--- src/rtl/seven_seg_scanner_pkg.sv ---
// rtl/seven_seg_scanner_pkg.sv - glyph table, blank pattern and timing helpers for the scanner
package seven_seg_pkg;

   localparam logic [6:0] SEG_BLANK = 7'b1111111;

   // GFEDCBA, active-low; entry 0 is the rightmost element
   localparam logic [15:0][6:0] GLYPH_TABLE = {
      7'b0001110,   // F
      7'b0000110,   // E
      7'b0100001,   // d
      7'b1000110,   // C
      7'b0000011,   // b
      7'b0001000,   // A
      7'b0011000,   // 9
      7'b0000000,   // 8
      7'b1111000,   // 7
      7'b0000010,   // 6
      7'b0010010,   // 5
      7'b0011001,   // 4
      7'b0110000,   // 3
      7'b0100100,   // 2
      7'b1111001,   // 1
      7'b1000000    // 0
   };

   function automatic int ticks_for(input int clk_hz, input int dwell_hz);
      return clk_hz / dwell_hz;
   endfunction

   function automatic int cnt_width(input int n);
      return (n > 1) ? $clog2(n) : 1;
   endfunction

endpackage

--- src/rtl/seven_seg_scanner_if.sv ---
// rtl/seven_seg_scanner_if.sv - display data inputs and pin outputs of the scanner
interface seven_seg_scanner_if #(
   parameter int N_DIGITS = 4
);
   logic [4*N_DIGITS-1:0] value;
   logic [N_DIGITS-1:0]   dp_in;
   logic [N_DIGITS-1:0]   digit_en;
   logic                  load;
   logic                  hex_en;
   logic                  blank_lz;
   logic [6:0]            seg;
   logic                  dp;
   logic [N_DIGITS-1:0]   an;
   logic                  frame_done;

   modport master (
      output value, dp_in, digit_en, load, hex_en, blank_lz,
      input  seg, dp, an, frame_done
   );

   modport slave (
      input  value, dp_in, digit_en, load, hex_en, blank_lz,
      output seg, dp, an, frame_done
   );
endinterface

--- src/rtl/seg_glyph_lut.sv ---
// rtl/seg_glyph_lut.sv - nibble to active-low GFEDCBA pattern, with decimal-mode and forced blanking
module seg_glyph_lut
   import seven_seg_pkg::*;
(
   input  logic [3:0] nibble,
   input  logic       hex_en,
   input  logic       blank,
   output logic [6:0] seg
);

   always_comb begin
      seg = SEG_BLANK;
      if (!blank && (hex_en || (nibble < 4'd10))) begin
         seg = GLYPH_TABLE[nibble];
      end
   end

endmodule

--- src/rtl/seven_seg_scanner.sv ---
// rtl/seven_seg_scanner.sv - N-digit multiplexed common-anode driver with frame-aligned data update
module seven_seg_scanner
   import seven_seg_pkg::*;
#(
   parameter int N_DIGITS     = 4,
   parameter int CLK_HZ       = 100_000_000,
   parameter int DWELL_HZ     = 1000,
   parameter int BLANK_CYCLES = 16
) (
   input  logic                 clk,
   input  logic                 rst_n,
   seven_seg_scanner_if.slave   bus
);

   localparam int TICKS = ticks_for(CLK_HZ, DWELL_HZ);
   localparam int TW    = cnt_width(TICKS);
   localparam int IW    = cnt_width(N_DIGITS);

   localparam logic [TW-1:0] TICK_LAST = TW'(TICKS - 1);
   localparam logic [TW-1:0] BLANK_END = TW'(BLANK_CYCLES);
   localparam logic [IW-1:0] IDX_LAST  = IW'(N_DIGITS - 1);

   typedef struct packed {
      logic [4*N_DIGITS-1:0] value;
      logic [N_DIGITS-1:0]   dp;
      logic [N_DIGITS-1:0]   en;
   } shadow_t;

   localparam shadow_t SHADOW_RESET = '{value: '0, dp: '0, en: '1};

   logic [TW-1:0]       tick_cnt;
   logic [IW-1:0]       idx;
   shadow_t             pending;
   shadow_t             active;
   logic                slot_end;
   logic                wrap;

   logic [N_DIGITS-1:0] lz_blank;
   logic [3:0]          cur_nibble;
   logic                cur_dp;
   logic                cur_en;
   logic                cur_lz;
   logic [N_DIGITS-1:0] an_lit;
   logic [6:0]          glyph_seg;
   logic                lit;

   logic [6:0]          seg_q;
   logic                dp_q;
   logic [N_DIGITS-1:0] an_q;
   logic                frame_done_q;

   assign slot_end = (tick_cnt == TICK_LAST);
   assign wrap     = slot_end && (idx == IDX_LAST);

   always_ff @(posedge clk) begin
      if (!rst_n) begin
         tick_cnt <= '0;
         idx      <= '0;
      end else if (slot_end) begin
         tick_cnt <= '0;
         idx      <= (idx == IDX_LAST) ? '0 : idx + 1'b1;
      end else begin
         tick_cnt <= tick_cnt + 1'b1;
      end
   end

   // active only changes at the frame boundary so a frame never mixes old and new data
   always_ff @(posedge clk) begin
      if (!rst_n) begin
         pending <= SHADOW_RESET;
         active  <= SHADOW_RESET;
      end else begin
         if (bus.load) begin
            pending <= '{value: bus.value, dp: bus.dp_in, en: bus.digit_en};
         end
         if (wrap) begin
            active <= pending;
         end
      end
   end

   // scan from the top digit down; a digit is a leading zero while everything above it is zero
   always_comb begin
      logic zero_above;
      zero_above = 1'b1;
      lz_blank   = '0;
      for (int i = N_DIGITS - 1; i >= 0; i--) begin
         zero_above  = zero_above && (active.value[4*i +: 4] == 4'd0);
         lz_blank[i] = bus.blank_lz && zero_above && (i != 0);
      end
   end

   always_comb begin
      cur_nibble = '0;
      cur_dp     = 1'b0;
      cur_en     = 1'b0;
      cur_lz     = 1'b0;
      an_lit     = '1;
      for (int i = 0; i < N_DIGITS; i++) begin
         if (idx == IW'(i)) begin
            cur_nibble = active.value[4*i +: 4];
            cur_dp     = active.dp[i];
            cur_en     = active.en[i];
            cur_lz     = lz_blank[i];
            an_lit[i]  = 1'b0;
         end
      end
   end

   seg_glyph_lut u_lut (
      .nibble (cur_nibble),
      .hex_en (bus.hex_en),
      .blank  (cur_lz),
      .seg    (glyph_seg)
   );

   assign lit = (tick_cnt >= BLANK_END) && cur_en;

   always_ff @(posedge clk) begin
      if (!rst_n) begin
         seg_q        <= SEG_BLANK;
         dp_q         <= 1'b1;
         an_q         <= '1;
         frame_done_q <= 1'b0;
      end else begin
         frame_done_q <= wrap;
         if (lit) begin
            seg_q <= glyph_seg;
            dp_q  <= ~cur_dp;
            an_q  <= an_lit;
         end else begin
            seg_q <= SEG_BLANK;
            dp_q  <= 1'b1;
            an_q  <= '1;
         end
      end
   end

   assign bus.seg        = seg_q;
   assign bus.dp         = dp_q;
   assign bus.an         = an_q;
   assign bus.frame_done = frame_done_q;

endmodule

--- src/flat_wrapper.sv ---
// flat-port wrapper written by rule: the top's interface ports become plain ports
module seven_seg_scanner_flat import seven_seg_pkg::*;
#(
   parameter int N_DIGITS     = 4,
   parameter int CLK_HZ       = 100_000_000,
   parameter int DWELL_HZ     = 1000,
   parameter int BLANK_CYCLES = 16
)
  (clk, rst_n, bus_value, bus_dp_in, bus_digit_en, bus_load, bus_hex_en, bus_blank_lz, bus_seg, bus_dp, bus_an, bus_frame_done);
  seven_seg_scanner_if #(.N_DIGITS(N_DIGITS)) bus_i ();
  input  logic clk;
  input  logic rst_n;
  input wire logic [$bits(bus_i.value)-1:0] bus_value;
  input wire logic [$bits(bus_i.dp_in)-1:0] bus_dp_in;
  input wire logic [$bits(bus_i.digit_en)-1:0] bus_digit_en;
  input wire logic [$bits(bus_i.load)-1:0] bus_load;
  input wire logic [$bits(bus_i.hex_en)-1:0] bus_hex_en;
  input wire logic [$bits(bus_i.blank_lz)-1:0] bus_blank_lz;
  output wire logic [$bits(bus_i.seg)-1:0] bus_seg;
  output wire logic [$bits(bus_i.dp)-1:0] bus_dp;
  output wire logic [$bits(bus_i.an)-1:0] bus_an;
  output wire logic [$bits(bus_i.frame_done)-1:0] bus_frame_done;
  assign bus_i.value = bus_value;
  assign bus_i.dp_in = bus_dp_in;
  assign bus_i.digit_en = bus_digit_en;
  assign bus_i.load = bus_load;
  assign bus_i.hex_en = bus_hex_en;
  assign bus_i.blank_lz = bus_blank_lz;
  assign bus_seg = bus_i.seg;
  assign bus_dp = bus_i.dp;
  assign bus_an = bus_i.an;
  assign bus_frame_done = bus_i.frame_done;
  seven_seg_scanner #(.N_DIGITS(N_DIGITS), .CLK_HZ(CLK_HZ), .DWELL_HZ(DWELL_HZ), .BLANK_CYCLES(BLANK_CYCLES)) u_core (.clk(clk), .rst_n(rst_n), .bus(bus_i));
endmodule
--- config.mk ---
export PLATFORM = sky130hd
export DESIGN_NAME = seven_seg_scanner_flat
export DESIGN_NICKNAME = d
export VERILOG_FILES = /design/src/rtl/seven_seg_scanner_pkg.sv /design/src/rtl/seven_seg_scanner_if.sv /design/src/rtl/seg_glyph_lut.sv /design/src/rtl/seven_seg_scanner.sv /design/src/flat_wrapper.sv
export SDC_FILE = /design/constraint.sdc
export NUM_CORES = 1
export LEC_CHECK = 0
export ABC_AREA = 1
export ABC_CLOCK_PERIOD_IN_PS = 5350
export BUFFER_PORTS_ARGS = -buffer_cell sky130_fd_sc_hd__buf_2
export CAP_MARGIN = 20
export CORE_MARGIN = 3
export CORE_UTILIZATION = 40
export CTS_BUF_LIST = sky130_fd_sc_hd__clkbuf_4
export CTS_CLUSTER_SIZE = 14
export DETAILED_ROUTE_END_ITERATION = 7
export PLACE_DENSITY = 0.56
export SLEW_MARGIN = 20
export SYNTH_ARGS = -nofsm -noshare
export SYNTH_HDL_FRONTEND = slang
export SYNTH_SLANG_ARGS = --single-unit
--- constraint.sdc ---
create_clock -name clk -period 5.35 [get_ports clk]
set_input_delay 1.07 -clock clk [delete_from_list [all_inputs] [get_ports clk]]
set_output_delay 1.07 -clock clk [all_outputs]
set_load 0.1 [all_outputs]
**After elaboration in Yosys (flattened, before gate mapping)**

Memories as Yosys holds them, arrays and structs flattened. A register that Yosys moved wholly into a read port is not among the register bits.
Cells that the tools add are included.

- Memory bits (read-only): 112
- Output and inout port bits: 13
- Bits of input ports: 29
- Memories: 1
- Register bits after elaboration: 73

Memory list:

| memory | depth | width | rd ports | clocked after Yosys merged registers in | write ports | RTL line | source |
|---|---|---|---|---|---|---|---|
| (no name shown) | 16 | 7 | 1 | 1 | 0 | seg_glyph_lut.sv:14 | `seg = GLYPH_TABLE[nibble];` |

- Reduce and logical (&&, ||, !) cells: 18
- Eq/ne operators: 4
- Bitwise operators: 2
- Mux-type cells: 20
- Order comparisons: 2
- Add/sub/neg operators: 2

Operators by type and width:

| kind | count |
|---|---|
| 17-bit by 1-bit adder with 17-bit output (second input constant) | 1 |
| 17-bit == test (second input constant) | 1 |
| 17-bit by 5-bit greater-or-equal comparator with 1-bit output (second input constant) | 1 |
| 4-bit 2-to-1 mux | 4 |
| 1-bit 2-to-1 mux | 15 |
| 4-bit zero test | 3 |
| 1-bit logical AND | 8 |
| 2-bit == test (second input constant) | 2 |
| 4-bit < comparator (second input constant) | 1 |
| 3-bit AND reduction | 1 |
| 2-bit by 1-bit adder with 2-bit output (second input constant) | 1 |
| 2-bit by 1-bit == test with 1-bit output (second input constant) | 1 |
| 1-bit zero test | 2 |
| 2-bit zero test | 1 |
| 2-bit 2-to-1 mux | 1 |
| 1-bit NOT | 2 |
| 2-bit AND reduction | 1 |
| 2-bit OR reduction | 1 |
| 1-bit logical OR | 1 |

**Logic depth before layout (Yosys ltp)**

- Depth after elaboration: 11
- Gate-level depth with buffers: 14

**By module**

From an unflattened synthesis, not the netlist that was laid out.

- Cell total of the unflattened synthesis: 516
- Area, all modules: 3839.9 um2

Modules (own cells, without submodules):

| module | instances | cells each | area an instance (um2) |
|---|---|---|---|
| seven_seg_scanner | 1 | 456 | 3512.1 |
| seg_glyph_lut | 1 | 60 | 327.8 |

**Worst setup path before layout**

OpenSTA, ideal clock, no wires.

- Path type: input port to flip-flop
- Start: input rst_n
- End: register u_core.seg_q[0] (netlist: u_core.bus.seg[0])
- Stages: 6
- Buffers on the path: 1
- Setup slack: 3.343 ns
- Arrival time: 1.881 ns
- Setup time: 0.126 ns
- Cells stage by stage: clkbuf_1 -> nand2_1 -> nor2_2 -> nand2_1 -> nor2_4 -> nand3_1

- Word-level cells in the longest chain between the ends: 2

RTL lines:

| what | RTL line | source |
|---|---|---|
| start: declaration | flat_wrapper.sv:12 | `input logic rst_n;` |
| 3-bit AND reduction (no source line) | -- |  |
| 1-bit zero test (no source line) | -- |  |
| end: declaration | seven_seg_scanner.sv:47 | `logic [6:0] seg_q;` |

No other way between the ends.
A chain may end at the register's enable or synchronous reset.

**Final worst setup path**

- Start: register u_core.idx[0]
- End: register u_core.seg_q[3] (netlist: u_core.bus.seg[3])

- Word-level cells in the longest chain between the ends: 10
- Elaborated cells on any way between the ends: 22
- Classes of those cells: order compare: 1; eq/ne: 3; mux: 11; reduce/logical: 7

RTL lines:

| what | RTL line | source |
|---|---|---|
| start: declaration | seven_seg_scanner.sv:32 | `logic [IW-1:0] idx;` |
| start signal: assignment | seven_seg_scanner.sv:61 | `idx <= (idx == IDX_LAST) ? '0 : idx + 1'b1;` |
| 2-bit zero test | seven_seg_scanner.sv:100 | `if (idx == IW'(i)) begin` |
| 4-bit 2-to-1 mux (4 in series) | seven_seg_scanner.sv:100 |  |
| 4-bit < comparator | seg_glyph_lut.sv:13 | `if (!blank && (hex_en \|\| (nibble < 4'd10))) begin` |
| 1-bit logical OR | seg_glyph_lut.sv:13 |  |
| 1-bit logical AND | seg_glyph_lut.sv:13 |  |
| 3-bit AND reduction (no source line) | -- |  |
| 1-bit zero test (no source line) | -- |  |

Several ways; a longest one is shown, not always the timed one.

==> impl_metrics.tcl <==
set metrics [dict create \
    status "finished, final reports clean" \
    synthSimpleGateAreaFrac_pct 34.9 \
    placementRows 33 \
    viasPerCell 4.78 \
    finalCriticalPeriod_ps 2350 \
    fin_nets 565 \
    worst_ep_required_time_ps 5670 \
    r2r_setup_slack_ps 3000 \
    final.setup.tns_ps 0 \
    clk_path_buf_depth 2 \
    cts_htree_levels 3 \
    final_common_cell "nand2_1" \
    synth_area_per_cell_um2 7.13 \
    maxSlewViolCount 0 \
    clk_pin_slew_worst_paths_ps 130 \
    post_cts_buffers 0 \
    io_pins 42 \
    reg2reg_from "u_core.idx[0]" \
    cts_hold_buf 0 \
    grt_pass1_vias 2851 \
    power_density_nw_per_um2 283 \
    grtUsageTotal_pct 15.8 \
    antenna_found_initial 0 \
    routed-via-count 3033 \
    peakVddDrop_v 0.000174 \
    ys_ff_latch 80 \
    startpoint "u_core.idx[0]" \
    cts-resized-gates 0 \
    synth_nets 532 \
    clock_power_share_pct 40.7 \
    detail-route-antenna-nets 0 \
    cts_tree "built" \
    p_int_uw 864 \
    seq_area_frac_synth_pct 45.6 \
    p_sw_uw 248 \
    finClkSkew_ps 15.8 \
    syn_to_final_growth_pct 12.1 \
    max_freq_ghz 0.426 \
    cts-root-buf "clkbuf_4" \
    coreArea_um2 8380 \
    hold_viol 0 \
    drv_cap 0 \
    ys_warn_count 0 \
    rsz0062_at_grt "false" \
    synth_cells 492 \
    overflow 0 \
    cp-start-kind "register" \
    muxShareOfSynthArea_pct 0 \
    wire_per_inst_um 11.8 \
    synth_compound_area_share_pct 7.52 \
    hp-start "u_core.pending[23]" \
    cp.arrival_ps 2670 \
    clkLatencyLatePin_ps 430 \
    drt_wl_total_um 7470 \
    layout.cells.most_common_list "nand2_1 (135), dfxtp_1 (80), nor2_1 (78), nand3_1 (52), buf_2 (41)" \
    crit_fanout 11 \
    die-area_um2 9930 \
    p_leak_uw 0.00171 \
    worstSetupEndpointType "register" \
    grt_max_degree 54 \
    start_util_pct 41.9 \
    tightest_slew_ps 846 \
    drive_gt1_share_pct 13.4 \
    synth_fa_ha_area_share_pct 3.92 \
    gp_congestion 0.823 \
    grt_pass1_wl_um 12800 \
    drt_iter0_markers 128 \
    finalCritPeriodShare_pct 43.9 \
    seqPwrFrac_pct 55.6 \
    combPwrFrac_pct 3.8 \
    p_sw_share_pct 22.3 \
    power.total_uw 1110 \
    drc 0 \
    layout_setup_ws_ps 3000 \
    fillers 896 \
    setup-violations-final 0 \
    drt_first_pass_iters 4 \
    die_y_um 99.7 \
    netlist_area_um2 3510 \
    numCtsBuffers 9 \
    synth_top_family_by_area "simple AND/OR/NAND/NOR gates" \
    place_ws_ps 2650 \
    hold_class "register to register" \
    ys_types 30 \
    synth-xor-area-share_pct 1.25 \
    fin_util_pct 46.9 \
    antenna_cells 0 \
    cts.sinks 80 \
    path_class "register to register" \
    slew_headroom_pct 43.6 \
    fp.dieW_um 99.7 \
    port_buffers 41 \
    dp_hpwl_um 5260 \
]
[logic make-up (layout without fill, tap and decap cells)]
family,count (synthesis),after routing
xor+xnor,5,5
simple gates,289,289
fa+ha+maj,11,11
buf+inv,56,94
flops,80,80
compound gates,51,51
[routing by layer]
layer,vias to the layer above,GRT usage [%],part of all wire [%]
met5,-,0,0
li1,1633,-,-
met3,5,3.51,3.3
met2,51,25.4,45
met4,0,6.72,0.98
met1,1344,20.5,50
[cells in the mapped netlist (all sizes together)]
library cell	count	share of area, %
nand2	136	15
nor2	83	9.7
dfxtp	80	46
nand3	52	7.4
inv	36	3.9
o21ai	27	3.9
a21oi	20	2.9
ha	11	3.9
buf	10	1.8
clkbuf	9	0.96
nor3	7	1.1
nand4	5	0.89
xor2	5	1.2
nor3b	2	0.43
o211ai	2	0.43
or2	2	0.36
a31oi	1	0.18
clkinv	1	0.11
nand3b	1	0.21
nor4	1	0.18
o31ai	1	0.21
[registers in the layout, indices dropped and copies added, names as in the netlist]
name and count:
u_core.bus.seg 7, u_core.pending 24, u_core.idx 2, u_core.bus.frame_done 1, u_core.bus.an 4, u_core.active 24, u_core.bus.dp 1, u_core.tick_cnt 17
[power groups by stage]
stage / combinational [uW] / clock (uW) / sequential, uW
after floorplan: 27.4 / 0 / 629
after global placement: 41.6 / 0 / 631
after detailed placement: 42.3 / 0 / 631
after CTS: 42.7 / 468 / 618
after global routing: 49.8 / 494 / 620
final: 41.7 / 452 / 618
[worst paths after layout]
kind	end	cells after the start
max	u_core.bus.seg[3]	10
max reg2reg	u_core.bus.seg[3]	10
min	u_core.active[23]	2
min reg2reg	u_core.active[23]	2
[cell type report]
| cell class | count | area [um^2] | area share, % |
|---|---|---|---|
| timing repair buffer | 41 | 205 | 5.22 |
| multi-input combinational | 356 | 1670 | 42.5 |
| clock buffer | 9 | 67.6 | 1.72 |
| tap | 105 | 131 | 3.34 |
| sequential | 80 | 1600 | 40.7 |
| clock inverter | 7 | 119 | 3.02 |
| inverter | 37 | 139 | 3.53 |
[through the flow]
step	instances	hold slack, ps	instance area (um^2)
2_1_floorplan	492	413	3510
3_3_place_gp	619	423	3750
3_5_place_dp	619	423	3750
4_1_cts	635	448	3930
5_1_grt	635	465	3930
6_report	635	447	3930
[critical path: stages, from the launching register on]
cell and delay (ps):
dfxtp_1 410, inv_1 100, ha_1 360, inv_1 190, nand3_1 90, a21oi_1 310, inv_1 160, ha_1 350
nand2_1 70, o211ai_1 100, nand3_1 110
Power figures use the tool's default switching activity.
